### config.mk
export PLATFORM = sky130hd
export DESIGN_NAME = apu_register_file
export DESIGN_NICKNAME = d
export VERILOG_FILES = /design/src/rtl/apu_pkg.sv /design/src/rtl/apu_frame_sequencer.sv /design/src/rtl/apu_register_file.sv
export SDC_FILE = /design/constraint.sdc
export NUM_CORES = 1
export LEC_CHECK = 0
export ABC_AREA = 1
export BUFFER_PORTS_ARGS = -buffer_cell sky130_fd_sc_hd__buf_2
export CORE_MARGIN = 8
export CORE_UTILIZATION = 55
export DETAILED_ROUTE_END_ITERATION = 6
export HOLD_SLACK_MARGIN = 0.1
export PLACE_DENSITY = 0.9
export SLEW_MARGIN = 25
export SYNTH_ARGS = -nofsm -noshare
export SYNTH_HDL_FRONTEND = slang
export SYNTH_HIERARCHICAL = 1
export SYNTH_SLANG_ARGS = --single-unit
export TNS_END_PERCENT = 100
### constraint.sdc
create_clock -name clk -period 2.07 [get_ports clk]
set_input_delay 0.1035 -clock clk [delete_from_list [all_inputs] [get_ports clk]]
set_output_delay 0.1035 -clock clk [all_outputs]
set_load 0.005 [all_outputs]
### src/rtl/apu_pkg.sv
`default_nettype none
// ============================================================================
// Module      : apu_pkg
// Description : Shared constants, types and helpers for the APU noise-channel
//               register file and its frame sequencer.
//               - Register offsets (relative to $4000) decoded from the host bus
//               - Frame-sequencer mode encodings
//               - Per-step strobe/IRQ decode and step advance helpers
// Revision    : 1.0 - initial release
// ============================================================================
package apu_pkg;

    localparam logic [4:0] ADDR_NOISE_VOL = 5'h0C;
    localparam logic [4:0] ADDR_NOISE_PER = 5'h0E;
    localparam logic [4:0] ADDR_NOISE_LEN = 5'h0F;
    localparam logic [4:0] ADDR_STATUS    = 5'h15;
    localparam logic [4:0] ADDR_FRAME     = 5'h17;

    localparam logic MODE_4STEP = 1'b0;
    localparam logic MODE_5STEP = 1'b1;

    // What a step produces when it completes.
    typedef struct packed {
        logic q240;   // quarter-frame strobe
        logic h120;   // half-frame strobe
        logic irq;    // request to set frame_irq (still gated by inhibit)
    } step_action_t;

    function automatic step_action_t step_decode(input logic mode, input logic [2:0] step);
        step_action_t act;
        act = '0;
        if (mode == MODE_4STEP) begin
            act.q240 = 1'b1;
            act.h120 = (step == 3'd1) || (step == 3'd3);
            act.irq  = (step == 3'd3);
        end else begin
            case (step)
                3'd0:    act.q240 = 1'b1;
                3'd1:    begin act.q240 = 1'b1; act.h120 = 1'b1; end
                3'd2:    act.q240 = 1'b1;
                3'd4:    begin act.q240 = 1'b1; act.h120 = 1'b1; end
                default: act = '0;
            endcase
        end
        return act;
    endfunction

    function automatic logic [2:0] step_next(input logic mode, input logic [2:0] step);
        logic [2:0] last;
        last = (mode == MODE_5STEP) ? 3'd4 : 3'd3;
        return (step >= last) ? 3'd0 : step + 3'd1;
    endfunction

endpackage
`default_nettype wire

### src/rtl/apu_frame_sequencer.sv
`default_nettype none
// ============================================================================
// Module      : apu_frame_sequencer
// Description : Divider, step counter, 240/120 Hz strobes and frame IRQ.
//               A frame write (1-cycle pulse) restarts the sequence at step 0
//               with a full divider period and always wins over a coincident
//               divider expiry.
// Ports       : clk, rst            - clock, async active-high reset
//               i_frame_write       - 1-cycle pulse: $4017 written
//               i_mode              - new mode (data[7])
//               i_irq_inhibit       - new inhibit (data[6])
//               o_enable_240hz      - 1-cycle quarter-frame strobe
//               o_enable_120hz      - 1-cycle half-frame strobe
//               o_frame_irq         - level frame interrupt
// Revision    : 1.0 - initial release
// ============================================================================
module apu_frame_sequencer
    import apu_pkg::*;
#(
    parameter int DIVIDER = 7457
) (
    input  logic clk,
    input  logic rst,
    input  logic i_frame_write,
    input  logic i_mode,
    input  logic i_irq_inhibit,
    output logic o_enable_240hz,
    output logic o_enable_120hz,
    output logic o_frame_irq
);

    localparam int               DIV_W        = (DIVIDER > 1) ? $clog2(DIVIDER) : 1;
    localparam logic [DIV_W-1:0] c_DIV_RELOAD = DIV_W'(DIVIDER - 1);

    logic [DIV_W-1:0] r_divider;
    logic [2:0]       r_step;
    logic             r_mode;
    logic             r_irq_inhibit;
    logic             r_enable_240hz;
    logic             r_enable_120hz;
    logic             r_frame_irq;

    step_action_t     w_act;

    assign w_act = step_decode(r_mode, r_step);

    always_ff @(posedge clk or posedge rst) begin
        if (rst) begin
            r_divider      <= c_DIV_RELOAD;
            r_step         <= 3'd0;
            r_mode         <= MODE_4STEP;
            r_irq_inhibit  <= 1'b0;
            r_enable_240hz <= 1'b0;
            r_enable_120hz <= 1'b0;
            r_frame_irq    <= 1'b0;
        end else if (i_frame_write) begin
            // Restart from step 0; any coincident expiry is discarded.
            r_divider      <= c_DIV_RELOAD;
            r_step         <= 3'd0;
            r_mode         <= i_mode;
            r_irq_inhibit  <= i_irq_inhibit;
            r_enable_240hz <= i_mode;
            r_enable_120hz <= i_mode;
            if (i_irq_inhibit) begin
                r_frame_irq <= 1'b0;
            end
        end else if (r_divider == '0) begin
            r_divider      <= c_DIV_RELOAD;
            r_step         <= step_next(r_mode, r_step);
            r_enable_240hz <= w_act.q240;
            r_enable_120hz <= w_act.h120;
            if (w_act.irq && !r_irq_inhibit) begin
                r_frame_irq <= 1'b1;
            end
        end else begin
            r_divider      <= r_divider - 1'b1;
            r_enable_240hz <= 1'b0;
            r_enable_120hz <= 1'b0;
        end
    end

    assign o_enable_240hz = r_enable_240hz;
    assign o_enable_120hz = r_enable_120hz;
    assign o_frame_irq    = r_frame_irq;

endmodule
`default_nettype wire

### src/rtl/apu_register_file.sv
`default_nettype none
// ============================================================================
// Module      : apu_register_file
// Description : Host-side write port and frame sequencer for the APU noise
//               channel. Decodes byte writes into $400C/$400E/$400F, the
//               $4015 noise enable and $4017 frame control, and emits the
//               $400F load event and frame-sequencer strobes/IRQ.
// Ports       : clk, rst                 - clock, async active-high reset
//               i_wr_valid / o_wr_ready  - write handshake (ready drops 1 cycle
//                                          after every accepted write)
//               i_wr_addr [4:0]          - offset from $4000
//               i_wr_data [7:0]          - write data
//               o_reg_400C/E/F [7:0]     - noise channel registers
//               o_reg_event              - 1-cycle strobe, $400F written
//               o_noise_enable           - $4015 bit 3
//               o_enable_240hz/120hz     - frame strobes
//               o_frame_irq              - level frame interrupt
// Revision    : 1.0 - initial release
// ============================================================================
module apu_register_file
    import apu_pkg::*;
#(
    parameter int DIVIDER = 7457
) (
    input  logic       clk,
    input  logic       rst,
    input  logic       i_wr_valid,
    output logic       o_wr_ready,
    input  logic [4:0] i_wr_addr,
    input  logic [7:0] i_wr_data,
    output logic [7:0] o_reg_400C,
    output logic [7:0] o_reg_400E,
    output logic [7:0] o_reg_400F,
    output logic       o_reg_event,
    output logic       o_noise_enable,
    output logic       o_enable_240hz,
    output logic       o_enable_120hz,
    output logic       o_frame_irq
);

    logic       r_wr_ready;
    logic [7:0] r_reg_400C;
    logic [7:0] r_reg_400E;
    logic [7:0] r_reg_400F;
    logic       r_reg_event;
    logic       r_noise_enable;

    logic       w_accept;
    logic       w_frame_write;

    assign w_accept      = i_wr_valid && r_wr_ready;
    assign w_frame_write = w_accept && (i_wr_addr == ADDR_FRAME);

    always_ff @(posedge clk or posedge rst) begin
        if (rst) begin
            r_wr_ready     <= 1'b1;
            r_reg_400C     <= 8'h00;
            r_reg_400E     <= 8'h00;
            r_reg_400F     <= 8'h00;
            r_reg_event    <= 1'b0;
            r_noise_enable <= 1'b0;
        end else begin
            // Ready is low for exactly the cycle following an accept.
            r_wr_ready  <= !w_accept;
            r_reg_event <= w_accept && (i_wr_addr == ADDR_NOISE_LEN);
            if (w_accept) begin
                case (i_wr_addr)
                    ADDR_NOISE_VOL: r_reg_400C     <= i_wr_data;
                    ADDR_NOISE_PER: r_reg_400E     <= i_wr_data;
                    ADDR_NOISE_LEN: r_reg_400F     <= i_wr_data;
                    ADDR_STATUS:    r_noise_enable <= i_wr_data[3];
                    default:        ;
                endcase
            end
        end
    end

    apu_frame_sequencer #(
        .DIVIDER (DIVIDER)
    ) u_frame_sequencer (
        .clk            (clk),
        .rst            (rst),
        .i_frame_write  (w_frame_write),
        .i_mode         (i_wr_data[7]),
        .i_irq_inhibit  (i_wr_data[6]),
        .o_enable_240hz (o_enable_240hz),
        .o_enable_120hz (o_enable_120hz),
        .o_frame_irq    (o_frame_irq)
    );

    assign o_wr_ready     = r_wr_ready;
    assign o_reg_400C     = r_reg_400C;
    assign o_reg_400E     = r_reg_400E;
    assign o_reg_400F     = r_reg_400F;
    assign o_reg_event    = r_reg_event;
    assign o_noise_enable = r_noise_enable;

endmodule
`default_nettype wire

==> results.cfg <==
[timing]
fmax_ghz = 0.514
hold_viol_final = 0
clock-skew-final_ns = 0.00935
period_share_pct = 93.9
slew_violations = 0
period_needed_ns = 1.94
tns_ns = 0
slew_headroom_pct = 47.8
setup_viol = 0
setup_slack_ns = 0.126
tightest_slew_ns = 0.782
rsz0062_at_grt = no

[floorplanning]
die_w_um = 82.7
placementRows = 24
ioPinCount = 46
core-area_sq_um = 4320
die_h_um = 82.7
start_util_pct = 56.6
design.die.area_sq_um = 6840

[synthesis]
yosys_warnings = 6
synthCells = 282
synth_cell_types = 25
seq_area_frac_synth_pct = 49.4
synth_edf_count = 0
ys_top_cells_by_area = dfrtp_1, nand2_1, nand3_1
synth_nets = 308
synth_area_per_cell_sq_um = 8.68
synth-main-ff-cell = dfrtp_1
synth_top_area_share_pct = 42.9
async_flop_share_pct = 100
synth_area_leader_cell = dfrtp_1
syn-cell-area_sq_um = 2450
ys_ff_latch = 48

[global_routing]
gr-usage-all-layers_pct = 18.6
grt_overflow_total = 0
grt_max_degree = 28
grt_pass1_vias = 2088
grt_pass1_wl_um = 9730
antenna_found_initial = 0

[power]
power.density_nw_per_um2 = 879
peakVddDrop_mv = 0.511
p_leak_nw = 1.69

[place]
port_buffers = 45
hpwl_um = 4120
place_congestion = 0.893
pre_cts_ws_ns = 0.165

[clock_tree]
htree_levels = 2
cts.path.max_buffers = 2
cts_buffers = 5
worst_skew_pair.late_latency_ns = 0.31
cts_resized = 0
clkTransAtPathRegs_ns = 0.09
cts_tree = done
clock-sinks = 48
postCtsSetupBuffers = 0
cts-root-buf = clkbuf_8

[job]
cap_violations = 0

[cells_and_area]
nets = 370
layout-drive-gt1-share_pct = 24.3
area_delta_synth_final_pct = 20.4
antenna_cells = 0

[drt]
via_per_inst = 5.20
routedWlPerCell_um = 14.3
drt-total-wl_um = 5680
drt-initial-drc-count = 94
num_vias = 2065
first_pass_iters = 4
drc_errors = 0
final_antenna_net_count = 0

[critical_path]
cp-end-kind = flip-flop
critPathMostFrequentCell = nand2_1
setup.worst_path.class = flip-flop to flip-flop
worstPathArrival_ns = 2.14
crit_chain = nand2_2 -> nor2_1 -> nor3b_1 -> clkinv_1 -> nand2_4 -> inv_4 -> nand2_1 -> nand2_1
cp_slowest_cell = dfstp_2
cp_slowest_stage_delay_ns = 0.54
startpoint_type = flip-flop
worstPathMaxFanout = 10
critPathRequiredTime_ns = 2.27

[worst_hold_path]
hold_class = input pin to flip-flop

[status]
status = finished clean
-- logic make-up after synthesis --
group	after synthesis	synth area share, %
xor gates and xnor gates	4	1.43
AOI/OAI and AO/OA	10	2.15
and+or+nand+nor	183	37.1
buffers and inverters	27	4.85
DFF	48	49.4
adders and majority gates	10	5.11
-- layout by cell type (no fill, tap or decap) --
| master | synthesis | routed |
|---|---|---|
| nor3_4 | 1 | 1 |
| nand3_1 | 41 | 41 |
| nor2_4 | 1 | 1 |
| nor2_1 | 23 | 23 |
| clkbuf_8 | 0 | 5 |
| nand2_1 | 89 | 89 |
| nand3b_1 | 3 | 3 |
| nor3b_1 | 1 | 1 |
| nand2_2 | 4 | 4 |
| nand2_4 | 5 | 5 |
| o21ai_0 | 5 | 5 |
| inv_1 | 23 | 23 |
| buf_4 | 0 | 2 |
| xnor2_1 | 2 | 2 |
| nor3_1 | 4 | 4 |
| nor2_2 | 6 | 6 |
| buf_2 | 0 | 45 |
| clkinv_1 | 1 | 1 |
| a21oi_1 | 4 | 4 |
| xor2_1 | 2 | 2 |
| inv_4 | 1 | 1 |
| o211ai_1 | 1 | 1 |
| bufinv_16 | 0 | 1 |
| nor2_8 | 4 | 4 |
| or2_2 | 1 | 1 |
| dfstp_2 | 6 | 6 |
| ha_1 | 10 | 10 |
| dfrtp_1 | 42 | 42 |
| clkinv_4 | 0 | 2 |
| dlygate4sd3_1 | 0 | 10 |
-- metrics by stage --
stage               std cells  power [mW]  area, sq um  hold slack (ns)  util (%)
floorplan                 282        1.68         2450           0.0763         -
global placement          379        1.86         2730            0.184      63.2
global route              397        2.76         2950            0.160      68.2
detailed placement        379        1.89         2730            0.204      63.2
CTS                       397        2.60         2950            0.137      68.2
finish                    397        2.59         2950            0.145      68.2
-- worst paths after layout --
path	from	end	slack, ns	depth (start not counted)
min reg2reg	o_reg_400F[0]	o_reg_400F[0]	0.48	2
max	o_wr_ready	u_frame_sequencer/r_step[0]	0.13	8
min in group asynchronous	rst	o_reg_400C[3]	0.42	4
min	i_wr_addr[0]	o_noise_enable	0.14	5
max reg2reg	o_wr_ready	u_frame_sequencer/r_step[0]	0.13	8
max in group asynchronous	rst	u_frame_sequencer/r_divider[3]	1.08	3
-- metal layers --
metal  vias up  track usage (%)  wire length (um)
met4         0             4.31                71
met5         -                0                 0
met2        68             31.0              2830
li1       1026                -                 -
met1       962             22.4              2420
met3         9             6.60               349
-- layout make-up --
cell class | instances | area, sq um
Tap cell | 52 | 65.1
Sequential cell | 48 | 1210
Timing Repair Buffer | 57 | 340
Clock buffer | 5 | 68.8
Multi-Input combinational cell | 207 | 1120
Clock inverter | 3 | 47.5
Fill cell | 336 | 1380
Inverter | 25 | 96.3
-- synthesized netlist by cell type, types with 3 or more instances --
cell type	instances
nand2_1	89
dfrtp_1	42
nand3_1	41
inv_1	23
nor2_1	23
ha_1	10
dfstp_2	6
nor2_2	6
nand2_4	5
o21ai_0	5
a21oi_1	4
nand2_2	4
nor2_8	4
nor3_1	4
nand3b_1	3
-- state kept, by name (all words and copies together) (netlist names) --
register                          cells
u_frame_sequencer/o_frame_irq         1
u_frame_sequencer/r_step              3
u_frame_sequencer/r_mode              1
u_frame_sequencer/o_enable_120hz      1
o_reg_400F                            8
o_reg_400C                            8
u_frame_sequencer/r_divider          13
o_noise_enable                        1
o_reg_event                           1
u_frame_sequencer/o_enable_240hz      1
u_frame_sequencer/r_irq_inhibit       1
o_wr_ready                            1
o_reg_400E                            8
-- report_power, final --
group / internal (mW) / leakage [nW] / total [mW] / switching [mW]
registers: 1.14 / 0.609 / 1.29 / 0.149
clock network: 0.364 / 0.0583 / 0.703 / 0.339
logic: 0.248 / 1.03 / 0.597 / 0.349
total: 1.75 / 1.69 / 2.59 / 0.837
-- worst max-delay path: cells and delay by family, from the launching register on --
kind	cells	cell delay [ns]
and+or+nand+nor	6	0.93
DFF	1	0.54
buffers and inverters	2	0.38
-- what timing repair did --
item                                    4_1_cts  5_1_grt
hold endpoints to repair                     69        0
endpoints found under the setup margin        0        0
hold buffers                                 10        0
No activity file was read; power rests on OpenSTA's default activity.
